`src/rtl/led_pattern_gen.sv`:
```
// LED pattern generator: chase-up, chase-down, ping-pong and centre-out/in
// patterns, advanced one step every speed+1 beat cycles.
module led_pattern_gen #(
  parameter int N  = 8,
  parameter int PW = 4
) (
  input  logic                    beat,
  input  logic                    rst,
  input  logic [3:0]              func,
  input  logic [1:0]              mode,
  input  logic [PW-1:0]           speed,
  input  logic                    pause,
  output logic [N-1:0]            L,
  output logic [$clog2(2*N)-1:0]  pos,
  output logic                    wrap
);

  localparam int PHW = $clog2(2*N);
  localparam logic [N-1:0] ONE = {{(N-1){1'b0}}, 1'b1};

  typedef enum logic [1:0] {
    MODE_UP       = 2'd0,
    MODE_DOWN     = 2'd1,
    MODE_PINGPONG = 2'd2,
    MODE_CENTRE   = 2'd3
  } mode_e;

  logic [PW-1:0]  pc_q, pc_d;
  logic [PHW-1:0] ph_q, ph_d;
  mode_e          mode_q, mode_d;
  logic [N-1:0]   led_q, led_d;
  logic           wrap_q, wrap_d;

  logic           blank;
  logic           modeChange;
  logic           step;
  logic [PHW-1:0] lastPhase;
  logic [PHW-1:0] centreDist;
  logic [N-1:0]   stepPattern;

  assign blank      = (func == 4'b0000) || (func == 4'b0011);
  assign modeChange = (mode_e'(mode) != mode_q);
  assign step       = (pc_q == speed);
  assign lastPhase  = (mode_q == MODE_PINGPONG) ? PHW'(2*N-1) : PHW'(N-1);

  // Pattern that the next step will load, from the registered mode and phase.
  always_comb begin
    stepPattern = '0;
    centreDist  = '0;
    case (mode_q)
      MODE_UP:   stepPattern = ONE << ph_q;
      MODE_DOWN: stepPattern = ONE << (PHW'(N-1) - ph_q);
      MODE_PINGPONG: begin
        if (ph_q < PHW'(N)) begin
          stepPattern = ONE << ph_q;
        end else begin
          stepPattern = ONE << (PHW'(2*N-1) - ph_q);
        end
      end
      MODE_CENTRE: begin
        centreDist  = (ph_q < PHW'(N/2)) ? ph_q : (PHW'(N-1) - ph_q);
        stepPattern = (ONE << (PHW'(N/2-1) - centreDist)) |
                      (ONE << (PHW'(N/2) + centreDist));
      end
      default: stepPattern = '0;
    endcase
  end

  // Priority below reset: blank, then mode change, then pause, then step.
  always_comb begin
    pc_d   = pc_q;
    ph_d   = ph_q;
    mode_d = mode_q;
    led_d  = led_q;
    wrap_d = 1'b0;
    if (blank) begin
      pc_d   = '0;
      ph_d   = '0;
      led_d  = '0;
      mode_d = mode_e'(mode);
    end else if (modeChange) begin
      mode_d = mode_e'(mode);
      pc_d   = '0;
      ph_d   = '0;
    end else if (!pause) begin
      if (step) begin
        led_d  = stepPattern;
        pc_d   = '0;
        wrap_d = (ph_q == lastPhase);
        ph_d   = (ph_q == lastPhase) ? '0 : ph_q + PHW'(1);
      end else begin
        pc_d = pc_q + PW'(1);
      end
    end
  end

  always_ff @(posedge beat) begin
    if (rst) begin
      pc_q   <= '0;
      ph_q   <= '0;
      mode_q <= MODE_UP;
      led_q  <= '0;
      wrap_q <= 1'b0;
    end else begin
      pc_q   <= pc_d;
      ph_q   <= ph_d;
      mode_q <= mode_d;
      led_q  <= led_d;
      wrap_q <= wrap_d;
    end
  end

  assign L    = led_q;
  assign pos  = ph_q;
  assign wrap = wrap_q;

endmodule

```
`config.mk`:
```
export PLATFORM = sky130hd
export DESIGN_NAME = led_pattern_gen
export DESIGN_NICKNAME = d
export VERILOG_FILES = /design/src/rtl/led_pattern_gen.sv
export SDC_FILE = /design/constraint.sdc
export NUM_CORES = 1
export LEC_CHECK = 0
export CAP_MARGIN = 0
export CORE_ASPECT_RATIO = 0.9
export CORE_MARGIN = 8
export CORE_UTILIZATION = 50
export CTS_CLUSTER_DIAMETER = 80
export CTS_CLUSTER_SIZE = 24
export DETAILED_ROUTE_END_ITERATION = 8
export GPL_ROUTABILITY_DRIVEN = 0
export PLACE_DENSITY = 0.78
export RECOVER_POWER = 25
export SLEW_MARGIN = 20
export SYNTH_ARGS = -nofsm -noshare
export SYNTH_HDL_FRONTEND = slang
export SYNTH_SLANG_ARGS = --single-unit
```
`constraint.sdc`:
```
create_clock -name beat -period 2.4 [get_ports beat]
set_clock_uncertainty 0.2 [all_clocks]
set_input_delay 0.24 -clock beat [delete_from_list [all_inputs] [get_ports beat]]
set_output_delay 0.24 -clock beat [all_outputs]
set_load 0.02 [all_outputs]
```
==> run_results.csv, run 1 <==
group,metric,value,unit
outcome,status,"complete, no violations",
cells_and_area,final_cell_mix,"dfxtp_1, clkdlybuf4s50_1, nand2_1",
cells_and_area,layout-drive-gt1-share,9.091,%
setup_path,cp_cell_sequence,"clkdlybuf4s50_1",
clocking,numCtsBuffers,3,
cells_and_area,layout.cells.non_filler,204,
synthesis,synth_area_per_cell,8.333,µm²
setup_path,crit_arrival,1.76,ns
sta,slew-limit-headroom,58.60,%
synthesis,seq_area_frac_synth,30.43,%
cells_and_area,layout.nets,197,
clocking,cts_max_level,1,
min_path,hold_class,"register to register",
pwr,p_leak,0.0005803,µW
sta,finalCritPeriodShare,91.73,%
clocking,cts_tree,"yes",
pwr,vdd_drop_max,0.4397,mV
setup_path,cp_slowest_cell,"dfxtp_1",
sta,period_minus_slack,2.202,ns
clocking,clk_path_buf_depth,2,
global_route,grt_pass1_vias,1125,
placed_design,dp_cells,200,
clocking,cts_resized,0,
die,die_w,68.71,µm
global_route,grt_max_degree,20,
setup_path,cp_top_family,"flip-flops",
die,num_rows,17,
detailed_routing,drtPass1Iterations,4,
detailed_routing,drc_errors,0,
setup_path,start_kind,"register",
sta,maxSlewViolCount,0,
synthesis,yosysUniqueCellTypes,45,
placed_design,dpl-instance-area,1533,µm²
detailed_routing,dr.first_iter.drc_count,90,
placed_design,portBuffers,25,
die,die_h,63.44,µm
die,coreArea,2404,µm²
setup_path,critPathCaptureType,"output port",
die,pin_count,26,
sta,finalHoldViolations,0,
die,start_util,52.00,%
global_route,track_usage,14.97,%
global_route,antenna_found_initial,0,
synthesis,yosysTopAreaCell,"dfxtp_1",
sta,setup_tns,0,ns
synthesis,yosys-top-cells-area,"dfxtp_1, ha_1, xnor2_1",
cells_and_area,utilization,64.86,%
synthesis,synth_area,1250,µm²
synthesis,synth-seq-cells,19,
synthesis,synth_edf_count,0,
detailed_routing,drt-total-wl,3112,µm
cells_and_area,final_area,1559,µm²
global_route,grt.overflow.total,0,
placed_design,place_ws,0.2818,ns
clocking,clock_sinks,19,
sta,max_freq,454.2,MHz
detailed_routing,routedWlPerCell,15.25,µm
cells_and_area,nFillCells,212,
setup_path,crit_type,"register to output port",
setup_path,crit_fanout,19,
setup_path,critPathBufInv,1,
setup_path,cp.required,1.96,ns
placed_design,hpwl,2298,µm
run,drv_cap,0,
clocking,clkTransAtPathRegs,0.12,ns
global_route,grt_pass1_wl,5188,µm
clocking,hold_buffers,0,
cells_and_area,areaGrowthSynthToFinish,24.73,%
synthesis,syn_inst,150,
setup_path,critPathMaxStageDelay,0.73,ns
detailed_routing,vias,1197,
clocking,ctsRootBufferMaster,"clkbuf_4",
pwr,powerDensity,369.7,nW/µm²
synthesis,synth_nets,170,
die,fp.dieArea,4358,µm²
detailed_routing,vias_per_cell,5.868,
sta,setup_viol,0,
sta,rsz0062_at_grt,"no",
synthesis,ys.flop_type,"dfxtp_1",
synthesis,yosys_warnings,0,
sta,fin_ws,0.1984,ns
synthesis,netlist.area_leader.share,30.43,%
detailed_routing,ant_nets,0,
cells_and_area,antennaDiodeCount,0,
cells_and_area,final_common_cell,"dfxtp_1",
clocking,post_cts_buffers,0,
synthesis,async_flop_share,0,%
sta,tightest_slew,0.6202,ns
clocking,worst_skew_pair.late_latency,0.31,ns
power breakdown:
group | total (µW) | internal [µW] | switching (µW)
Clock | 171 | 64.8 | 106
Combinational | 78.4 | 40.5 | 37.9
Sequential | 327 | 318 | 9.11
cell usage after synthesis, types with 3 or more instances:
cell type   n
a32o_1      5
o21ai_0     6
xnor2_1     7
nor2_1     14
nand3_1     8
a21oi_1     4
buf_2       5
and3_1      3
nand2_1    15
ha_1        7
nand2b_1    4
a31oi_1     4
nor2b_1     8
dfxtp_1    19
per-stage QoR:
stage,power [µW],hold slack (ns)
finish,576.4,0.2817
global route,598.1,0.3101
CTS,577.5,0.2852
detailed placement,412.2,0.2571
global placement,409.9,0.2568
floorplan,376.9,0.1116
sequential cells by signal, indices dropped and copies added, names as in the netlist:
name,flops
mode_q,2
pos,4
wrap,1
L,8
pc_q,4
routing by layer:
| metal | global-route usage [%] | part of all wire (%) |
|---|---|---|
| met4 | 4.261 | 1.3 |
| met1 | 19.98 | 46 |
| met2 | 21.72 | 44 |
| met3 | 5.477 | 8.8 |
| met5 | 0 | 0 |
path summary, 6_finish.rpt:
| check | depth (start not counted) | from | slack, ns | end |
|---|---|---|---|---|
| setup / recovery | 1 | pos[2] | 0.20 | pos[2] |
| hold / removal | 1 | L[5] | 0.28 | L[5] |
| hold reg to reg | 1 | L[5] | 0.28 | L[5] |
| setup reg to reg | 7 | pos[0] | 0.22 | L[7] |
area by class of cell:
cell class              count  area (µm²)  share of cell area (%)
inverters                   4       15.01                  0.9631
well taps                  28       35.03                   2.247
multi-input cells         120       822.0                   52.73
repair buffers             29       280.3                   17.98
flip-flops and latches     19       380.4                   24.40
clock buffers               4       26.28                   1.685
kinds of logic after synthesis:
kind of cell    count (synthesis)  share of synthesized area, %
compound gates                 41                         24.63
xor+xnor                       10                         7.608
fa+ha+maj                       7                         7.007
buf+inv                        11                         3.804
flops                          19                         30.43
simple gates                   62                         26.53
(Power assumes the default switching activity.)
==> run 2: changes to the inputs <==
Settings changed: SKIP_LAST_GASP set to 1.
==> results of run 2 <==
The final DEF is identical to that of run 1; final timing and power are the same.
==> run 3: changes to the inputs <==
Settings changed: CAP_MARGIN 0 to 20, HOLD_SLACK_MARGIN set to 0.03, PLACE_DENSITY 0.78 to 0.88.
==> run 3 against run 2 <==
Combinational power decreased by 2.7%. First-iteration DRC count decreased by 21%. Critical path depth is the same. Worst hold slack worse by 0.0060 ns. Critical path type unchanged. Highest routed layer unchanged.
==> run_results.csv, run 3 (synthesized netlist as in run 1, its figures left out) <==
group,metric,value,unit
outcome,status,"complete, no violations",
setup_path,crit_fanout,19,
setup_path,cp_slowest_cell,"dfxtp_1",
detailed_routing,ant_nets,0,
clocking,clkTransAtPathRegs,0.11,ns
sta,finalCritPeriodShare,92.15,%
setup_path,crit_type,"register to output port",
setup_path,cp_cell_sequence,"clkdlybuf4s50_1",
setup_path,critPathBufInv,1,
pwr,comb_power_share,13.4,%
placed_design,portBuffers,25,
global_route,grt_max_degree,20,
min_path,hold_class,"register to register",
clocking,cts_tree,"yes",
sta,rsz0062_at_grt,"no",
clocking,hold_buffers,0,
die,fp.dieArea,4358,µm²
die,coreArea,2404,µm²
pwr,powerDensity,367.3,nW/µm²
sta,setup_tns,0,ns
die,pin_count,26,
pwr,p_leak,0.0005646,µW
sta,tightest_slew,0.6247,ns
cells_and_area,antennaDiodeCount,0,
detailed_routing,drc_errors,0,
clocking,ctsRootBufferMaster,"clkbuf_4",
clocking,numCtsBuffers,3,
cells_and_area,layout-drive-gt1-share,8.571,%
pwr,internal_power,422.1,µW
pwr,vdd_drop_max,0.3480,mV
setup_path,critPathCaptureType,"output port",
detailed_routing,dr.first_iter.drc_count,71,
setup_path,cp_top_family,"flip-flops",
die,num_rows,17,
cells_and_area,final_common_cell,"clkdlybuf4s50_1",
die,start_util,52.00,%
global_route,grt.overflow.total,0,
detailed_routing,drtPass1Iterations,6,
clocking,clock_sinks,19,
pwr,swShare,25.94,%
setup_path,crit_arrival,1.77,ns
clocking,cts_max_level,1,
clocking,worst_skew_pair.late_latency,0.30,ns
detailed_routing,drt-total-wl,3190,µm
die,die_w,68.71,µm
cells_and_area,areaGrowthSynthToFinish,24.12,%
detailed_routing,routedWlPerCell,15.71,µm
cells_and_area,final_area,1551,µm²
detailed_routing,vias_per_cell,6.015,
clocking,cts_resized,0,
global_route,track_usage,15.46,%
pwr,pwr-share-clk,29.2,%
placed_design,hpwl,2391,µm
global_route,grt_pass1_wl,5326,µm
global_route,grt_pass1_vias,1217,
global_route,antenna_found_initial,0,
pwr,switching_power,147.8,µW
setup_path,start_kind,"register",
placed_design,dp_cells,199,
sta,period_minus_slack,2.212,ns
pwr,power_frac_seq,57.4,%
cells_and_area,largest_reg_flops,8,
die,die_h,63.44,µm
cells_and_area,final_cell_mix,"clkdlybuf4s50_1, dfxtp_1, nand2_1",
cells_and_area,layout.nets,196,
cells_and_area,utilization,64.55,%
run,drv_cap,0,
clocking,clk_path_buf_depth,2,
sta,maxSlewViolCount,0,
detailed_routing,vias,1221,
sta,max_freq,452.1,MHz
cells_and_area,layout.cells.non_filler,203,
setup_path,critPathMaxStageDelay,0.74,ns
setup_path,cp.required,1.96,ns
sta,setup_viol,0,
clocking,post_cts_buffers,0,
sta,finalHoldViolations,0,
placed_design,dpl-instance-area,1525,µm²
sta,slew-limit-headroom,58.30,%
==> run 3: path summary, 6_finish.rpt <==
check / from / end / slack, ns / cells after the start
setup reg to reg: pos[0] / L[7] / 0.22 / 7
hold / removal: L[3] / L[3] / 0.28 / 1
hold reg to reg: L[3] / L[3] / 0.28 / 1
setup / recovery: pos[2] / pos[2] / 0.19 / 1
==> run 3: final cells by class <==
class,count,area [µm²]
multi-input cells,120,822.0
repair buffers,28,272.8
clock buffers,4,26.28
well taps,28,35.03
fillers,202,852.1
inverters,4,15.01
flip-flops and latches,19,380.4
==> run 3: routing by layer <==
metal	track usage [%]	part of all wire, %	vias to the layer above
met5	0	0	-
met4	7.018	1.3	0
met3	4.240	8.6	4
met2	24.27	47	45
met1	18.76	43	573
li1	-	-	599
==> run 3: power groups by stage <==
stage	sequential (µW)	clock [µW]	combinational [µW]
2_1_floorplan	329	0	48.1
3_3_place_gp	334	0	74.2
3_5_place_dp	334	0	76.5
4_1_cts	327	170	77.1
5_1_grt	328	182	83.9
6_report	327	166	76.3
==> run 3: metrics by stage <==
stage | worst slack (ns) | hold WS [ns] | total power, µW
after floorplan | 0.3191 | 0.1116 | 376.9
after global placement | 0.2978 | 0.2503 | 407.9
after detailed placement | 0.2649 | 0.2528 | 410.4
after CTS | 0.2011 | 0.2771 | 573.6
after global routing | 0.04532 | 0.2953 | 594.1
final | 0.1883 | 0.2758 | 569.9
